$ cat src/rtl/core_run_monitor.sv
// Run-control and trace monitor for the RISC-V cores: cycle/retire counters,
// halt/stall/timeout detection and a circular trace of data-memory writes.
module core_run_monitor #(
  parameter int                XLEN           = 32,
  parameter logic [XLEN-1:0]   HALT_PC        = 64,
  parameter int                TRACE_DEPTH    = 8,
  parameter int                TIMEOUT_CYCLES = 1024,
  parameter int                STALL_LIMIT    = 16,
  parameter int                CNT_W          = 32
) (
  input  logic                           clk,
  input  logic                           reset,
  input  logic [XLEN-1:0]                pc,
  input  logic [XLEN-1:0]                instr,
  input  logic                           retire,
  input  logic                           mem_write,
  input  logic [XLEN-1:0]                data_addr,
  input  logic [XLEN-1:0]                write_data,
  output logic [CNT_W-1:0]               cycle_count,
  output logic [CNT_W-1:0]               instr_count,
  output logic                           done,
  output logic [1:0]                     status,
  output logic [$clog2(TRACE_DEPTH):0]   trace_count,
  input  logic [$clog2(TRACE_DEPTH)-1:0] trace_rd_idx,
  output logic [XLEN-1:0]                trace_rd_addr,
  output logic [XLEN-1:0]                trace_rd_data
);

  localparam int AW = $clog2(TRACE_DEPTH);
  localparam int CW = AW + 1;
  localparam int SW = $clog2(STALL_LIMIT) + 1;

  typedef enum logic [1:0] {S_RUN, S_DRAIN, S_DONE} state_e;

  state_e            state_q, state_d;
  logic [CNT_W-1:0]  cycle_q, cycle_d;
  logic [CNT_W-1:0]  instr_q, instr_d;
  logic              done_q, done_d;
  logic [1:0]        status_q, status_d;
  logic [XLEN-1:0]   prev_pc_q, prev_pc_d;
  logic              pc_valid_q, pc_valid_d;
  logic [SW-1:0]     stall_q, stall_d;
  logic [AW-1:0]     wr_ptr_q, wr_ptr_d;
  logic [CW-1:0]     tcount_q, tcount_d;
  logic              trace_we;
  logic              pc_same;
  logic [AW-1:0]     rd_slot;

  logic [XLEN-1:0]   addr_mem [TRACE_DEPTH];
  logic [XLEN-1:0]   data_mem [TRACE_DEPTH];

  // The instruction word is sampled for port compatibility only; run control ignores it.
  logic unused_instr;
  assign unused_instr = ^instr;

  always_ff @(posedge clk or posedge reset) begin
    if (reset) begin
      state_q    <= S_RUN;
      cycle_q    <= '0;
      instr_q    <= '0;
      done_q     <= 1'b0;
      status_q   <= 2'b00;
      prev_pc_q  <= '0;
      pc_valid_q <= 1'b0;
      stall_q    <= '0;
      wr_ptr_q   <= '0;
      tcount_q   <= '0;
    end else begin
      state_q    <= state_d;
      cycle_q    <= cycle_d;
      instr_q    <= instr_d;
      done_q     <= done_d;
      status_q   <= status_d;
      prev_pc_q  <= prev_pc_d;
      pc_valid_q <= pc_valid_d;
      stall_q    <= stall_d;
      wr_ptr_q   <= wr_ptr_d;
      tcount_q   <= tcount_d;
    end
  end

  // pc_valid_q keeps the first sample after reset from counting as a repeat.
  assign pc_same = pc_valid_q && (pc == prev_pc_q);

  always_comb begin
    state_d    = state_q;
    cycle_d    = cycle_q;
    instr_d    = instr_q;
    done_d     = done_q;
    status_d   = status_q;
    prev_pc_d  = prev_pc_q;
    pc_valid_d = pc_valid_q;
    stall_d    = stall_q;
    wr_ptr_d   = wr_ptr_q;
    tcount_d   = tcount_q;
    trace_we   = 1'b0;

    if (state_q != S_DONE) begin
      cycle_d    = cycle_q + CNT_W'(1);
      instr_d    = instr_q + CNT_W'(retire);
      prev_pc_d  = pc;
      pc_valid_d = 1'b1;
      stall_d    = pc_same ? stall_q + SW'(1) : '0;
      if (mem_write) begin
        trace_we = 1'b1;
        wr_ptr_d = wr_ptr_q + AW'(1);
        if (tcount_q < CW'(TRACE_DEPTH)) tcount_d = tcount_q + CW'(1);
      end
    end

    case (state_q)
      S_RUN: begin
        if (pc == HALT_PC) begin
          state_d  = S_DRAIN;
          status_d = 2'b01;
        end else if (pc_same && stall_q == SW'(STALL_LIMIT - 1)) begin
          state_d  = S_DONE;
          status_d = 2'b11;
          done_d   = 1'b1;
        end else if (cycle_q == CNT_W'(TIMEOUT_CYCLES - 1)) begin
          state_d  = S_DONE;
          status_d = 2'b10;
          done_d   = 1'b1;
        end
      end
      S_DRAIN: begin
        state_d = S_DONE;
        done_d  = 1'b1;
      end
      S_DONE:  state_d = S_DONE;
      default: state_d = S_RUN;
    endcase
  end

  // Trace storage has no reset; validity is tracked by tcount_q alone.
  always_ff @(posedge clk) begin
    if (trace_we) begin
      addr_mem[wr_ptr_q] <= data_addr;
      data_mem[wr_ptr_q] <= write_data;
    end
  end

  // Once full, the oldest entry sits at the write pointer.
  always_comb begin
    rd_slot       = (tcount_q == CW'(TRACE_DEPTH)) ? wr_ptr_q + trace_rd_idx : trace_rd_idx;
    trace_rd_addr = '0;
    trace_rd_data = '0;
    if ({1'b0, trace_rd_idx} < tcount_q) begin
      trace_rd_addr = addr_mem[rd_slot];
      trace_rd_data = data_mem[rd_slot];
    end
  end

  assign cycle_count = cycle_q;
  assign instr_count = instr_q;
  assign done        = done_q;
  assign status      = status_q;
  assign trace_count = tcount_q;

endmodule

$ cat config.mk
export PLATFORM = sky130hd
export DESIGN_NAME = core_run_monitor
export DESIGN_NICKNAME = d
export VERILOG_FILES = /design/src/rtl/core_run_monitor.sv
export SDC_FILE = /design/constraint.sdc
export NUM_CORES = 1
export LEC_CHECK = 0
export CAP_MARGIN = 20
export CORE_MARGIN = 2
export CORE_UTILIZATION = 59
export CTS_BUF_LIST = sky130_fd_sc_hd__clkbuf_2 sky130_fd_sc_hd__clkbuf_4 sky130_fd_sc_hd__clkbuf_8
export DETAILED_ROUTE_END_ITERATION = 8
export PLACE_DENSITY = 0.83
export SLEW_MARGIN = 20
export SYNTH_ARGS = -nofsm -noshare
export SYNTH_HDL_FRONTEND = slang
export SYNTH_SLANG_ARGS = --single-unit
$ cat constraint.sdc
create_clock -name clk -period 11.5 [get_ports clk]
set_input_delay 1.15 -clock clk [delete_from_list [all_inputs] [get_ports clk]]
set_output_delay 1.15 -clock clk [all_outputs]
set_load 0.01 [all_outputs]
# --- After elaboration in Yosys (flattened, before gate mapping) ---
# Memories as Yosys holds them, arrays and structs flattened.
# Cells that the tools add are included.
totals:
  memories: 2
  regBits: 114
  output_inout_bits: 135
  inputBits: 135
  rom_bits: 0
  mem_bits_rw: 512
  latchBits: 0
op_classes:
  add_sub_neg: 6
  n_div: 0
  n_reduce_logical: 10
  mux: 18
  magnitude_cmp: 2
  mul: 0
  bitwise_logic: 0
  eq_ne: 11
  n_shift: 0
mem_list:
  columns: ["memory", "depth", "width", "rd", "rd_clocked_by_memory_dff", "write_ports", "line", "text"]
  rows:
  - ["addr_mem", 8, 32, 1, 0, 1, "49", "logic [XLEN-1:0] addr_mem [TRACE_DEPTH];"]
  - ["data_mem", 8, 32, 1, 0, 1, "50", "logic [XLEN-1:0] data_mem [TRACE_DEPTH];"]
ops:
  columns: ["cell", "n"]
  rows:
  - ["$mux 32", 2]
  - ["$add 32x1->32", 1]
  - ["$add 32x1->32 const B", 1]
  - ["$eq 32x10->1 const B", 1]
  - ["$eq 32x32->1", 1]
  - ["$eq 32x7->1 const B", 1]
  - ["$mux 2", 5]
  - ["$mux 1", 7]
  - ["$reduce_and 3->1", 2]
  - ["$add 5x1->5 const B", 1]
  - ["$eq 5x4->1 const B", 1]
  - ["$mux 5", 1]
  - ["$add 4x1->4 const B", 1]
  - ["$eq 4x4->1 const B", 1]
  - ["$lt 3x4->1", 1]
  - ["$lt 4x4->1 const B", 1]
  - ["$ne 2x2->1 const B", 2]
  - ["$ne 4x4->1 const B", 1]
  - ["$pmux 2 s2", 1]
  - ["$reduce_and 2->1", 2]
  - ["$add 3x1->3 const B", 1]
  - ["$add 3x3->3", 1]
  - ["$mux 3", 1]
  - ["$ne 3x3->1 const B", 1]
  - ["8 further kinds", 9]

# --- Depth between registers and ports, before layout ---
# Gate-level depths: netlist of run 1.
logic_depth:
  word_depth: 6
  depth_mapped: 12

# --- Worst setup path after synthesis of run 1 ---
# OpenSTA, ideal clock, no wires.
synth_path:
  kind: "register to register"
  startpoint: "register state_q[0]"
  endpoint: "memory addr_mem[1][0] (enable)"
  n_path_buf: 3
  arrival_time_ns: 7.355
  path_slack_ns: 3.501
  stages_incl_launch_ff: 7
  cell_sequence: "dfrtp_1 -> inv_1 -> ha_1 -> clkbuf_1 -> clkbuf_1 -> buf_1 -> nor4_1"
synth_between:
  elab_chain_cells: 4
synth_rtl:
  columns: ["element", "line", "text"]
  rows:
  - ["from (decl)", "35", "state_e state_q, state_d;"]
  - ["from (signal assigned)", "69", "state_q <= state_d;"]
  - ["$ne 2x2->1", "98", "if (state_q != S_DONE) begin"]
  - ["$mux 1", "98", null]
  - ["$mux 1", "137", "if (trace_we) begin"]
  - ["$mux 1 (implied by the code)", "138", "addr_mem[wr_ptr_q] <= data_addr;"]
  - ["to (decl)", "49", null]
# Every way passes these cells.

# --- Worst setup path in the final report of run 1 ---
layout_path:
  startpoint: "input trace_rd_idx[0]"
  endpoint: "output trace_rd_addr[20]"
layout_between:
  elab_chain_cells: 4
layout_rtl:
  columns: ["element", "line", "text"]
  rows:
  - ["from (decl)", "24", "input logic [$clog2(TRACE_DEPTH)-1:0] trace_rd_idx,"]
  - ["$add 3x3->3", "145", "rd_slot = (tcount_q == CW'(TRACE_DEPTH)) ? wr_ptr_q + trace_rd_idx : trace_rd_idx;"]
  - ["$mux 3", "145", null]
  - ["$mem_v2 8x32", null, null]
  - ["$mux 32 *", "148", "if ({1'b0, trace_rd_idx} < tcount_q) begin"]
  - ["to (decl)", "25", "output logic [XLEN-1:0] trace_rd_addr,"]
# Mark *: on every way between the ends. The rest lies on a longest branch, timed or not.

==> flow_summary.ini, run 1 <==
[timing]
clock_skew_ns = 0.0343
min_period_ns = 7.23
setup_viol = 0
worstMarginPinSlew_ns = 1.16
hold_viol = 0
maxSlewHeadroom_pct = 23.0
rsz0062_at_grt = false
holdWs_ns = 0.475
finalCritPeriodShare_pct = 62.9
setup_tns_ns = 0
fmax_mhz = 138
drv_slew = 0

[clock_network]
hold_buffers = 0
post_cts_buffers = 0
path_clk_slew_ns = 0.06
clkSinkCount = 626
clk_latency_ns = 0.68
cts_tree = yes
cts_resized = 0
cts.htree.levels = 3
cts_buffer_depth = 3
cts.root.buffer_cell = clkbuf_8
cts_buffers = 99

[place]
portBuffers = 237
hpwl_um = 31100
routabilityCongestion = 0.823
place_area_um2 = 28200

[critical_path]
arrival_ns = 6.08
worstPathCellList = clkdlybuf4s50_1 -> ha_1 -> inv_1 -> fa_1 -> nand4b_1 -> a21boi_4 -> buf_12 -> buf_4 -> a21oi_1 -> a221oi_1 -> a31oi_1 -> nor2_1 -> clkdlybuf4s50_1
crit_required_ns = 10.35
slowest_stage = buf_4
crit_top_cell = clkdlybuf4s50_1
critical-path-top-delay-family = buffers and inverters
path_max_fanout = 167
path_buf_inv = 5
crit_path_end_kind = primary output
start_kind = input pin
worstSetupStartpoint = trace_rd_idx[0]
crit_type = input pin to primary output
cpPeakStageDelay_ns = 0.97
r2r_start = state_q[0]$_DFFE_PP0P_

[detailed_routing]
wl_per_cell_um = 20.5
vias = 16422
vias_per_cell = 5.94
wirelength_um = 56800
first_pass_iters = 6
first_iter_violations = 1697
drc_errors = 0
ant_nets = 0

[global_routing]
overflow = 0
grt_pass1_vias = 16523
grt_usage_pct = 25.4
antenna_found_initial = 4
grt_pass1_wl_um = 87600
grt_max_degree = 168

[synth]
synth_edf_count = 512
ys_seq_area_share_pct = 71.8
postSynthAreaPerCell_um2 = 13.5
synth_seq_cells = 626
synth-async-reset-ratio_pct = 18.2
synth_area_um2 = 25400
synth_flop_cell = edfxtp_1
yosysWarnings = 0
syn_nets = 2035
synth_cell_types = 51
synthCells = 1884

[floorplanning]
die_h_um = 211
num_rows = 75
die-area_um2 = 44700
start_util_pct = 60.1
ios = 270
die_w_um = 211
coreArea_um2 = 42200

[power_and_ir_drop]
ir_drop_mv = 0.105
power_leakage_nw = 10.9
powerDensity_nw_per_um2 = 151

[layout]
seq_area_um2 = 18200
area_delta_synth_final_pct = 19.1
nets = 2293
fill_cells = 2633
final_layout_size_suffix_gt1_share_pct = 10.3
stdcell_area_um2 = 30200
multiInputGateArea_um2 = 6690

[hold_path]
hold_path.startpoint = instr_count[31]$_DFFE_PP0N_
hold_class = flop to flop

[run_status]
outcome = finished clean

[run]
drv_cap = 0
## through the flow
stage | instances | worst slack, ns | util, % | total power (W)
after floorplan | 1884 | 3.50 | - | 0.00266
after global placement | 2579 | 4.51 | 66.9 | 0.00278
after detailed placement | 2579 | 4.39 | 66.9 | 0.00279
after CTS | 2761 | 4.35 | 71.5 | 0.00459
after global routing | 2764 | 4.02 | 71.6 | 0.00471
final | 2764 | 4.27 | 71.6 | 0.00456
## state kept, by name, indices dropped and copies added (netlist names)
signal,count
addr_mem,256
status,2
data_mem,256
state_q,2
stall_q,5
prev_pc_q,32
instr_count,32
cycle_count,32
wr_ptr_q,3
pc_valid_q,1
done,1
trace_count,4
## kinds of logic (layout without fill, tap and decap cells)
| family | after synthesis | count (layout) | synth area share [%] |
|---|---|---|---|
| AOI/OAI and AO/OA | 283 | 283 | 7.00 |
| xor gates and xnor gates | 94 | 94 | 3.24 |
| adders and majority gates | 16 | 16 | 0.819 |
| buffers and inverters | 127 | 466 | 2.18 |
| DFF | 626 | 626 | 71.8 |
| muxes | 97 | 97 | 3.98 |
| other | 0 | 2 | 0 |
| and+or+nand+nor | 641 | 641 | 10.9 |
## final timing paths
path / endpoint / slack, ns / depth (start not counted)
worst max-delay path: trace_rd_addr[20] / 4.27 / 13
worst min-delay path: instr_count[31]$_DFFE_PP0N_ / 0.47 / 1
worst max register to register: addr_mem[0][30]$_DFFE_PP_ / 8.64 / 6
worst min register to register: instr_count[31]$_DFFE_PP0N_ / 0.47 / 1
max in group asynchronous: prev_pc_q[21]$_DFFE_PP0N_ / 9.32 / 3
min in group asynchronous: instr_count[5]$_DFFE_PP0N_ / 0.87 / 2
## metal layers
| layer | track usage, % | vias up | part of all wire (%) |
|---|---|---|---|
| met5 | 0 | - | 0.053 |
| met3 | 5.86 | 116 | 8.0 |
| met4 | 9.64 | 4 | 2.3 |
| met1 | 31.8 | 8086 | 39 |
| met2 | 43.2 | 719 | 51 |
| li1 | - | 7497 | - |
## cell type report
| class | count | share of cell area, % |
|---|---|---|
| flip-flops and latches | 626 | 60.3 |
| multi-input cells | 1131 | 22.1 |
| repair buffers | 262 | 8.59 |
| clock buffers | 142 | 5.76 |
| well taps | 539 | 2.23 |
| clock inverters | 40 | 0.691 |
| inverters | 22 | 0.281 |
| diodes | 2 | 0.0166 |
## Yosys cell counts (2+ instances only)
cell type  instances  area (µm²)
a21oi_1          132         661
nor2b_1            3        18.8
ha_1              15         188
a22o_1             2        17.5
a31oi_1           64         400
inv_1             22        82.6
and4_1             3        26.3
nand2b_1           7        43.8
nand2_1          369        1390
o21ai_0           10        50.1
buf_4              7        52.6
dfrtp_1          114        2850
nand4_1           20         125
a221oi_1          64         561
clkbuf_1          48         180
nor3_1            15        75.1
o31ai_1            2        15.0
and4b_1            2        20.0
nor4_1            20         125
nand4b_1           2        17.5
and3_1             7        43.8
mux2_2            31         349
nand3_1           84         420
edfxtp_1         512       15400
xnor2_1           72         631
buf_1              9        33.8
nand3b_1           2        15.0
a21o_1             2        15.0
mux2i_1           65         651
xor2_1            22         193
buf_2             41         205
or3_1              2        12.5
and2_1             2        12.5
nor2_1            93         349
nor4b_1            3        26.3
## where the power goes
part           switching (W)  internal, W
clock network       0.000842     0.000979
registers         0.00000491      0.00246
logic               0.000162     0.000115
## placed cells by master, fill, tap and decap left out, types with 3 or more instances in the layout
cell type	instances
nor3_1	11
nor3_2	4
nor2_1	89
inv_1	21
clkdlybuf4s50_1	237
xor2_1	22
nor4b_1	3
a221oi_1	64
clkinv_1	26
a21oi_1	132
edfxtp_1	512
dfrtp_1	114
a31oi_1	64
nand4_1	20
xnor2_1	71
and4_1	3
nand3_1	84
clkbuf_8	108
ha_1	14
clkbuf_4	34
nor2b_1	3
mux2_2	31
nor4_1	19
and3_1	7
clkinv_2	8
nand2_1	369
buf_4	22
nor2_4	4
mux2i_1	64
nand2b_1	7
o21ai_0	10
No activity file was read; power rests on OpenSTA's default activity.
==> inputs of run 2 (changes only) <==
CORE_UTILIZATION = 53   (was 59)
PLACE_DENSITY = 0.78   (was 0.83)
clock period = 6.65 ns   (was 11.5 ns; I/O delays follow)
==> run 2 against run 1 <==
Against the previous run: via count decreased by 0.82%; cell count increased by 3.2%; sequential power increased by 73%.
==> flow_summary.ini, run 2 (synthesis results as in run 1) <==
[run_status]
outcome = finished clean

[clock_network]
cts_buffer_depth = 3
cts.htree.levels = 3
cts_tree = yes
cts_buffers = 99
cts.root.buffer_cell = clkbuf_8
post_cts_buffers = 0
clk_latency_ns = 0.69
path_clk_slew_ns = 0.06
cts_resized = 0
hold_buffers = 0
clkSinkCount = 626

[timing]
maxSlewHeadroom_pct = 36.3
hold_viol = 0
setup_tns_ns = 0
min_period_ns = 5.38
worstMarginPinSlew_ns = 0.956
rsz0062_at_grt = false
clock_skew_ns = 0.0306
drv_slew = 0
fmax_mhz = 186
setup_viol = 0
finalCritPeriodShare_pct = 80.9

[layout]
area_delta_synth_final_pct = 20.6
layout_common_cells = 512 x edfxtp_1, 369 x nand2_1, 237 x clkdlybuf4s50_1
layout_commonest_cell = edfxtp_1
stdcell_area_um2 = 30600
nets = 2312
reg_top3 = addr_mem x256, data_mem x256
final_layout_size_suffix_gt1_share_pct = 11.1

[detailed_routing]
first_pass_iters = 5
dr_wl_met2_um = 29000
wl_per_cell_um = 20.2
top_layer = met5
wirelength_um = 57500
ant_nets = 0
vias_per_cell = 5.71
vias = 16288
drt-met1-wl_um = 23100
met3WireLength_um = 3830
first_iter_violations = 1098
drc_errors = 0

[place]
routabilityCongestion = 0.832
hpwl_um = 32300
portBuffers = 237
place_area_um2 = 28600

[power_and_ir_drop]
powerDensity_nw_per_um2 = 259
ir_drop_mv = 0.190
power_leakage_nw = 11.0

[critical_path]
slowest_stage = a21boi_4
arrival_ns = 4.72
reg2reg_slack_ns = 3.80
worstPathCellList = clkdlybuf4s50_1 -> ha_1 -> inv_1 -> fa_1 -> nand4b_1 -> a21boi_4 -> buf_4 -> buf_4 -> mux2i_1 -> a221oi_1 -> a31oi_1 -> nor2_1 -> clkdlybuf4s50_1
r2r-end = addr_mem[6][1]$_DFFE_PP_
worst-r2r-cell-count = 5
path_max_fanout = 19
start_kind = input pin
endpoint = trace_rd_addr[17]
crit_type = input pin to primary output
cpPeakStageDelay_ns = 0.77
crit_required_ns = 5.98
r2r_start = state_q[0]$_DFFE_PP0P_
worstSetupStartpoint = trace_rd_idx[0]
crit_path_end_kind = primary output

[floorplanning]
ios = 270
die-area_um2 = 49600
coreArea_um2 = 47500
die_h_um = 223
die_w_um = 223
start_util_pct = 53.4
num_rows = 80

[global_routing]
antenna_found_initial = 7
overflow = 0
grt_pass1_vias = 16553
grt_pass1_wl_um = 89800
grt_max_degree = 129
grt_usage_pct = 23.4

[run]
drv_cap = 0

[hold_path]
hold_class = input pin to async pin
run 2: area by class of cell:
class,instances,area [µm²]
diodes,3,7.51
clock buffers,141,1720
clock inverters,34,209
fillers,3381,16900
inverters,22,85.1
multi-input cells,1131,6700
flip-flops and latches,626,18200
well taps,615,769
repair buffers,281,2880
run 2: worst min-delay path by stage:
stage	start	end	slack [ns]
floorplan	pc_valid_q$_DFFE_PP0N_	pc_valid_q$_DFFE_PP0N_	0.43
global placement	status[0]$_DFFE_PP0P_	status[0]$_DFFE_PP0P_	0.45
detailed placement	status[0]$_DFFE_PP0P_	status[0]$_DFFE_PP0P_	0.46
CTS	reset	instr_count[4]$_DFFE_PP0N_	0.42
global route	reset	instr_count[4]$_DFFE_PP0N_	0.48
finish	reset	instr_count[16]$_DFFE_PP0N_	0.44
run 2: per-layer routing:
layer | vias up | GRT usage, %
met4 | 6 | 9.48
met1 | 8059 | 29.4
met2 | 573 | 39.5
met5 | - | 0
met3 | 132 | 5.05
li1 | 7518 | -
run 2: power breakdown:
group | switching (W) | internal, W
Combinational | 0.000283 | 0.000214
Clock | 0.00146 | 0.00171
Sequential | 0.00000813 | 0.00425
Total | 0.00175 | 0.00618
run 2: through the flow:
| step | util (%) | setup WS [ns] | power (W) | cells | hold slack [ns] |
|---|---|---|---|---|---|
| after global placement | 60.2 | 1.30 | 0.00482 | 2673 | 0.453 |
| after floorplan | - | 0.481 | 0.00459 | 1884 | 0.434 |
| final | 64.4 | 1.27 | 0.00792 | 2853 | 0.437 |
| after global routing | 64.3 | 1.01 | 0.00819 | 2851 | 0.479 |
| after detailed placement | 60.2 | 1.28 | 0.00484 | 2674 | 0.461 |
| after CTS | 64.3 | 1.24 | 0.00798 | 2849 | 0.425 |
run 2: worst max-delay path: cells and delay by family:
kind	cells	cell delay, ns
buffers and inverters	5	1.79
AO/OA/AOI/OAI	3	1.18
adder cells (fa/ha/maj)	2	0.63
AND/OR/NAND/NOR	2	0.34
multiplexers	1	0.09
